--- config.mk ---
export PLATFORM = sky130hd
export DESIGN_NAME = mult_issue_sequencer
export DESIGN_NICKNAME = d
export VERILOG_FILES = /design/src/rtl/mult_pkg.sv /design/src/rtl/operand_fifo.sv /design/src/rtl/mult_issue_sequencer.sv
export SDC_FILE = /design/constraint.sdc
export NUM_CORES = 1
export LEC_CHECK = 0
export ABC_CLOCK_PERIOD_IN_PS = 2500
export CORE_ASPECT_RATIO = 1.1
export CORE_MARGIN = 2
export CORE_UTILIZATION = 50
export DETAILED_ROUTE_END_ITERATION = 10
export GPL_TIMING_DRIVEN = 0
export HOLD_SLACK_MARGIN = 0.15
export PLACE_DENSITY = 0.88
export SLEW_MARGIN = 20
export SYNTH_ARGS = -nofsm -noshare
export SYNTH_HDL_FRONTEND = slang
export SYNTH_SLANG_ARGS = --single-unit
--- constraint.sdc ---
create_clock -name clk -period 2.5 [get_ports clk]
set_clock_uncertainty 0.15 [all_clocks]
set_input_delay 0.75 -clock clk [delete_from_list [all_inputs] [get_ports clk]]
set_output_delay 0.75 -clock clk [all_outputs]
set_load 0.02 [all_outputs]
--- src/rtl/mult_pkg.sv ---
// Shared defaults, state encoding and watchdog sizing
// for the multiplier issue sequencer.
package mult_pkg;

    localparam int WIDTH_DEF   = 8;
    localparam int TIMEOUT_DEF = 64;
    localparam int WDOG_W_DEF  = $clog2(TIMEOUT_DEF + 1);

    typedef enum logic [1:0] {
        IDLE  = 2'd0,
        ISSUE = 2'd1,
        WAIT  = 2'd2,
        HOLD  = 2'd3
    } state_t;

    function automatic int wdog_width(input int timeout);
        return $clog2(timeout + 1);
    endfunction

endpackage

--- src/rtl/operand_fifo.sv ---
// Two-entry operand FIFO; push is refused while full,
// so a same-cycle pop never frees a slot early.
module operand_fifo #(
    parameter int DW = 16
) (
    input  logic          clk,
    input  logic          reset,
    input  logic          push,
    input  logic          pop,
    input  logic [DW-1:0] din,
    output logic [DW-1:0] dout,
    output logic          full,
    output logic          empty
);

    logic [DW-1:0] mem [2];
    logic          wr_ptr;
    logic          rd_ptr;
    logic [1:0]    count;
    logic          do_push;
    logic          do_pop;

    assign full    = (count == 2'd2);
    assign empty   = (count == 2'd0);
    assign do_push = push && !full;
    assign do_pop  = pop && !empty;
    assign dout    = mem[rd_ptr];

    always_ff @(posedge clk or negedge reset) begin
        if (!reset) begin
            mem[0] <= '0;
            mem[1] <= '0;
            wr_ptr <= 1'b0;
            rd_ptr <= 1'b0;
            count  <= 2'd0;
        end else begin
            if (do_push) begin
                mem[wr_ptr] <= din;
                wr_ptr      <= ~wr_ptr;
            end
            if (do_pop) begin
                rd_ptr <= ~rd_ptr;
            end
            unique case ({do_push, do_pop})
                2'b10:   count <= count + 2'd1;
                2'b01:   count <= count - 2'd1;
                default: count <= count;
            endcase
        end
    end

endmodule

--- src/rtl/mult_issue_sequencer.sv ---
// Feeds buffered operand pairs to a multicycle multiplier,
// guards each job with a watchdog and holds the result.
module mult_issue_sequencer
    import mult_pkg::*;
#(
    parameter int WIDTH   = WIDTH_DEF,
    parameter int TIMEOUT = TIMEOUT_DEF
) (
    input  logic               clk,
    input  logic               reset,
    input  logic               in_valid,
    output logic               in_ready,
    input  logic [WIDTH-1:0]   in_a,
    input  logic [WIDTH-1:0]   in_b,
    output logic               mul_start,
    output logic [WIDTH-1:0]   mul_a,
    output logic [WIDTH-1:0]   mul_b,
    input  logic               mul_done,
    input  logic [2*WIDTH-1:0] mul_product,
    output logic               out_valid,
    input  logic               out_ready,
    output logic [2*WIDTH-1:0] out_product,
    output logic               out_err,
    output logic [7:0]         job_count
);

    localparam int WW = wdog_width(TIMEOUT);

    state_t             state;
    logic [WW-1:0]      wdog;
    logic [2*WIDTH-1:0] head;
    logic               full;
    logic               empty;
    logic               push;
    logic               pop;

    assign in_ready = !full;
    assign push     = in_valid && in_ready;
    assign pop      = (state == IDLE) && !empty;

    operand_fifo #(
        .DW (2*WIDTH)
    ) u_fifo (
        .clk   (clk),
        .reset (reset),
        .push  (push),
        .pop   (pop),
        .din   ({in_a, in_b}),
        .dout  (head),
        .full  (full),
        .empty (empty)
    );

    always_ff @(posedge clk or negedge reset) begin
        if (!reset) begin
            state       <= IDLE;
            wdog        <= '0;
            mul_start   <= 1'b0;
            mul_a       <= '0;
            mul_b       <= '0;
            out_valid   <= 1'b0;
            out_product <= '0;
            out_err     <= 1'b0;
            job_count   <= 8'd0;
        end else begin
            unique case (state)
                IDLE: begin
                    if (!empty) begin
                        mul_a     <= head[2*WIDTH-1:WIDTH];
                        mul_b     <= head[WIDTH-1:0];
                        mul_start <= 1'b1;
                        state     <= ISSUE;
                    end
                end
                ISSUE: begin
                    mul_start <= 1'b0;
                    wdog      <= WW'(TIMEOUT);
                    state     <= WAIT;
                end
                WAIT: begin
                    // A completion in the expiry cycle still counts as done.
                    if (mul_done) begin
                        out_product <= mul_product;
                        out_err     <= 1'b0;
                        out_valid   <= 1'b1;
                        state       <= HOLD;
                    end else begin
                        wdog <= wdog - WW'(1);
                        if (wdog == WW'(1)) begin
                            out_product <= '0;
                            out_err     <= 1'b1;
                            out_valid   <= 1'b1;
                            state       <= HOLD;
                        end
                    end
                end
                HOLD: begin
                    if (out_ready) begin
                        out_valid <= 1'b0;
                        job_count <= job_count + 8'd1;
                        state     <= IDLE;
                    end
                end
            endcase
        end
    end

endmodule
==> results of run 1 <==
area by class of cell:
type | instances | area share (%)
clock inverter | 5 | 0.828
tap | 87 | 2.25
clock buffer | 11 | 2.72
sequential | 88 | 45.5
inverter | 9 | 0.699
buffer | 11 | 1.42
multi-input combinational | 179 | 29.6
timing repair buffer | 81 | 16.9
routing by layer:
layer  track usage [%]  wire [um]  vias to the layer above
met5                 0          0                        -
met4              5.60         60                        0
met3              6.03        469                        6
met2              32.9       3680                       74
met1              23.7       3180                     1259
li1                  -          -                     1185
per-stage QoR:
stage	power, mW	instance area, um2	setup WS [ps]	hold slack [ps]
6_report	6.22	4830	207	271
5_1_grt	6.70	4830	123	291
4_1_cts	6.30	4830	134	272
3_5_place_dp	5.42	4660	-37.7	328
3_3_place_gp	5.28	4640	-2480	310
2_1_floorplan	4.29	3730	508	304
kinds of logic (layout without fill, tap and decap cells):
logic type | count (synthesis) | count (layout) | share of synthesized area (%)
and+or+nand+nor | 53 | 53 | 8.31
AOI/OAI and AO/OA | 54 | 54 | 9.35
adders and majority gates | 9 | 9 | 3.02
muxes | 50 | 50 | 14.5
DFF | 88 | 88 | 59.0
xor gates and xnor gates | 13 | 13 | 3.05
buffers and inverters | 20 | 117 | 2.72
where the power goes:
group	internal, mW	leakage [nW]	total (mW)	switching (mW)
Combinational	1.46	1.03	2.84	1.38
Sequential	2.08	1.08	2.52	0.432
Clock	0.369	0.0766	0.868	0.499
worst max path at each step:
stage,startpoint,endpoint,depth (start not counted)
after global placement,reset,u_fifo.mem[22],1
final,job_count[2],job_count[2],1
after CTS,state[0],u_fifo.count[1],9
after global routing,state[0],u_fifo.count[1],9
after detailed placement,state[0],u_fifo.count[1],9
after floorplan,state[0],u_fifo.count[1],9
repair_timing:
| action | in CTS | in global routing |
|---|---|---|
| cloned | 0 | 0 |
| resized for setup | 2 | 2 |
| endpoints found under the hold margin | 0 | 0 |
| endpoints found under the setup margin | 2 | 1 |
placed cells by master, fill, tap and decap left out, types with 3 or more instances in the layout:
cell type,count
xnor2_1,9
buf_2,7
nand2_1,26
inv_1,9
nor2_1,7
clkbuf_8,9
ha_1,9
a21oi_1,3
mux2i_1,16
dfrtp_1,88
clkinvlp_4,3
xor2_1,4
o21ai_0,28
a22o_1,16
mux2_2,34
clkdlybuf4s50_1,78
clkbuf_1,3
flip-flops by register name, summed over array words and instances (netlist names), 2 cells and up:
name and count:
u_fifo.mem 32, out_product 16, job_count 8, mul_a 8, mul_b 8, wdog 7, state 2, u_fifo.count 2
==> results.cfg, run 1 <==
[worst_setup_path]
crit_arrival_ps = 1390
start_kind = register
crit_required_ps = 1600
cp_slowest_cell = clkdlybuf4s50_1
reg2reg_to = u_fifo.count[1]
slowest_delay_ps = 630
path_class = reg2out
ff2ff_path_depth = 8
regToRegStartpoint = state[0]
crit_path_end_kind = output port
critPathTopFamily = buffers and inverters
crit_fanout = 5
r2r_slack_ps = 310
crit_chain = clkdlybuf4s50_1
cp_num_buf_inv = 1

[floorplanning]
ios = 81
initial_core_util_pct = 50.8
fp-row-count = 33
die_area_um2 = 8170
core_um2 = 7350
dieHeight_um = 94.6
dieWidth_um = 86.4

[power]
power.density_nw_per_um2 = 1290
peakVddDrop_mv = 0.622
power.leakage_nw = 2.18

[sta]
slew_headroom_pct = 57.5
worst_pin_slew_ps = 638
period_minus_slack_ps = 2290
max_freq_ghz = 0.436
drv_slew = 0
post-route-period-util_pct = 91.7
hold_viol_final = 0
rsz0062_at_grt = no
fin_setup_tns_ps = 0
setup_viol = 0

[synth]
ys_seq_area_share_pct = 59.0
mappedNetlistArea_um2 = 3730
yosys-top-cells-count = 88 x dfrtp_1, 34 x mux2_2, 28 x o21ai_0
synthTopCellsByArea = dfrtp_1 59%, mux2_2 10%, mux2i_1 4.3%
yosys.area.top_type = dfrtp_1
yosysMostFrequentCell = dfrtp_1
synth_edf_count = 0
synth_fp_nets = 333
synth_area_per_cell_um2 = 13.0
yosys.area.top_type_share_pct = 59.0
ys_types = 38
dominantRegCellSynth = dfrtp_1
synth_async_sr_flop_share_pct = 100
synthCells = 287
ys_warn_count = 0
yosys_register_bits = 88

[global_routing]
grt_pass1_vias = 2622
antenna_found_initial = 0
grt_pass1_wl_mm = 12.3
grt_overflow = 0
grt_start_max_net_pins = 51
grt_usage_pct = 19.3

[clock_tree]
clock-sinks = 88
cts_htree_levels = 3
cts_inserted_buffers = 9
cts_max_path_buffers = 2
postCtsSetupBuffers = 0
ctsHoldBuffers = 0
tritoncts = built
clk_latency_ps = 350
clk_pin_slew_worst_paths_ps = 80
root_buffer = clkbuf_8

[placed_design]
place_hpwl_mm = 5.28
io_buffers = 80
globalplace.congestion = 0.805
dp_cells = 455

[routing]
drt-total-wl_mm = 7.38
drt_iter0_drc = 109
postRouteAntennaNets = 0
drc = 0
drtPass1Iterations = 4
avgViaCountPerCell = 5.36
wl_per_cell_um = 15.7
dr_total_vias = 2524

[finish]
fin_cells = 471
syn_to_final_growth_pct = 29.5
regArea_um2 = 2200
multi_input_area_um2 = 1430
fill_cells = 565
drive_gt1_share_pct = 18.8
antenna_cells = 0
fin_nets = 425
fin_util_pct = 65.8

[min_path]
min_path_type = in2async

[run]
timing.max_cap.violations = 0

[outcome]
status = completed
Power figures use the tool's default switching activity.
==> inputs of run 2 (changes only) <==
Settings changed: ABC_AREA from default to 1, CORE_UTILIZATION 50 to 51, PLACE_DENSITY 0.88 to 0.89.
==> run 2 against run 1 <==
Sequential share of layout area decreased by 1.5 points; final area increased by 3.5%; clock power increased by 11%; worst setup slack got worse by 79 ps; sequential power decreased by 2%; non-clock buffer count increased by 2; global-route usage increased by 3.1 points; critical path type unchanged; critical endpoint is now job_count[3]; highest routed layer unchanged.
==> results.cfg, run 2 <==
[synth]
synth_top_family_by_area = simple AND/OR/NAND/NOR gates
synth_async_sr_flop_share_pct = 100
yosys.area.top_type = dfrtp_1
mappedNetlistArea_um2 = 3870
dominantRegCellSynth = dfrtp_1
synth_compound_area_share_pct = 10.1
synthSimpleGateAreaFrac_pct = 21.5
yosys_register_bits = 88
ys_seq_area_share_pct = 56.9
ys_types = 29
synth_fp_nets = 493
synthAdderAreaFrac_pct = 2.91
synthTopCellsByArea = dfrtp_1 57%, nand2_1 15%, o21ai_0 7.5%
yosys.area.top_type_share_pct = 56.9
synthCells = 447
synth_xor_area_share_pct = 1.58
yosys-top-cells-count = 156 x nand2_1, 88 x dfrtp_1, 58 x o21ai_0
yosysMostFrequentCell = nand2_1
synth_area_per_cell_um2 = 8.66
ys_warn_count = 0
muxShareOfSynthArea_pct = 0
synth_edf_count = 0

[worst_setup_path]
crit_chain = clkdlybuf4s50_1
critPathTopFamily = buffers and inverters
crit_arrival_ps = 1470
crit_path_end_kind = output port
start_kind = register
path_class = reg2out
slowest_delay_ps = 650
crit_required_ps = 1600
cp_num_buf_inv = 1
crit_fanout = 6
cp_slowest_cell = clkdlybuf4s50_1

[run]
timing.max_cap.violations = 0

[clock_tree]
cts_htree_levels = 3
ctsHoldBuffers = 0
clk_latency_ps = 360
root_buffer = clkbuf_8
tritoncts = built
cts_max_path_buffers = 2
postCtsSetupBuffers = 0
clk_pin_slew_worst_paths_ps = 80
cts_inserted_buffers = 9
clock-sinks = 88

[global_routing]
grt_usage_pct = 22.4
grt_overflow = 0
antenna_found_initial = 0
grt_start_max_net_pins = 52
grt_pass1_wl_mm = 14.4
grt_pass1_vias = 3172

[power]
peakVddDrop_mv = 0.487
power.density_nw_per_um2 = 1280
power.leakage_nw = 2.49

[routing]
wl_met2_mm = 4.71
avgViaCountPerCell = 5.09
drc = 0
dr_total_vias = 3212
wl_met1_mm = 3.53
wl_per_cell_um = 13.9
drt_iter0_drc = 194
drt-total-wl_mm = 8.79
drtPass1Iterations = 4
top_layer = met4
postRouteAntennaNets = 0
dr_wl_met3_um = 359

[placed_design]
place_ws_ps = 116
globalplace.congestion = 0.810
dpl_cell_area_um2 = 4800
place_hpwl_mm = 6.44
io_buffers = 80

[finish]
syn_to_final_growth_pct = 29.3
fin_nets = 585
largest_register_ffs = 32
layout_common_cells = 156 x nand2_1, 87 x dfrtp_1, 78 x clkdlybuf4s50_1, 58 x o21ai_0, 53 x inv_1
final_area_um2 = 5000
antenna_cells = 0
largest_register = u_fifo.mem
reg_top3 = u_fifo.mem (32), out_product (16)
drive_gt1_share_pct = 6.62
layout_commonest_cell = nand2_1
fill_cells = 542

[floorplanning]
dieWidth_um = 87.1
initial_core_util_pct = 52.4
core_um2 = 7390
dieHeight_um = 95.4
die_area_um2 = 8300
fp-row-count = 33
ios = 81

[sta]
setup_ws_ps = 128
period_minus_slack_ps = 2370
hold_ws_ps = 203
drv_slew = 0
worst_pin_slew_ps = 504
rsz0062_at_grt = no
slew_headroom_pct = 66.4
post-route-period-util_pct = 94.9
setup_viol = 0
hold_viol_final = 0
max_freq_ghz = 0.422

[outcome]
status = completed

[min_path]
min_path_type = in2async
-- run 2: path summary, 6_finish.rpt --
| check | startpoint | to | slack (ps) | cells after the start |
|---|---|---|---|---|
| worst max-delay path | job_count[3] | job_count[3] | 130 | 1 |
| worst min-delay path | reset | wdog[0] | 200 | 1 |
| worst max register to register | state[0] | u_fifo.count[1] | 510 | 8 |
| worst min register to register | out_product[0] | out_product[0] | 320 | 2 |
| max in group asynchronous | reset | u_fifo.count[0] | 1380 | 2 |
| min in group clk | out_product[0] | out_product[0] | 320 | 2 |
-- run 2: routing by layer --
metal / track usage (%) / up-vias
li1: - / 1584
met5: 0 / -
met3: 4.94 / 12
met4: 9.38 / 0
met1: 25.0 / 1528
met2: 40.8 / 88
-- run 2: through the flow --
stage / total power, mW / util, % / std cells / setup TNS, ps
after floorplan: 4.24 / - / 447 / 0
after global placement: 5.28 / 64.7 / 614 / -216460
after detailed placement: 5.46 / 65.0 / 615 / 0
after CTS: 6.45 / 67.7 / 631 / 0
after global routing: 6.89 / 67.7 / 631 / 0
final: 6.41 / 67.7 / 631 / 0
-- run 2: timing repair --
item | 4_1_cts | 5_1_grt
resized for setup | 1 | 1
endpoints found under the setup margin | 1 | 1
cloned | 0 | 0
pin swaps | 0 | 0
-- run 2: cells by family after synthesis --
logic type               after synthesis
buffers and inverters                 67
AND/OR/NAND/NOR                      202
AO/OA/AOI/OAI                         74
XOR/XNOR                               7
flip-flops                            88
adder cells (fa/ha/maj)                9
-- run 2: layout make-up --
type	count	area (um2)	share of cell area [%]
Tap cell	87	109	2.18
Clock buffer	9	124	2.48
Clock inverter	7	71.3	1.43
Multi-Input combinational cell	292	1390	27.9
Buffer	13	71.3	1.43
Timing Repair Buffer	81	828	16.6
Inverter	54	203	4.05
Sequential cell	88	2200	44.0
-- run 2: power breakdown --
part	internal (mW)	leakage [nW]	total (mW)	switching, mW
combinational	1.22	1.32	2.97	1.75
clock	0.461	0.0916	0.967	0.506
sequential	2.08	1.08	2.48	0.395
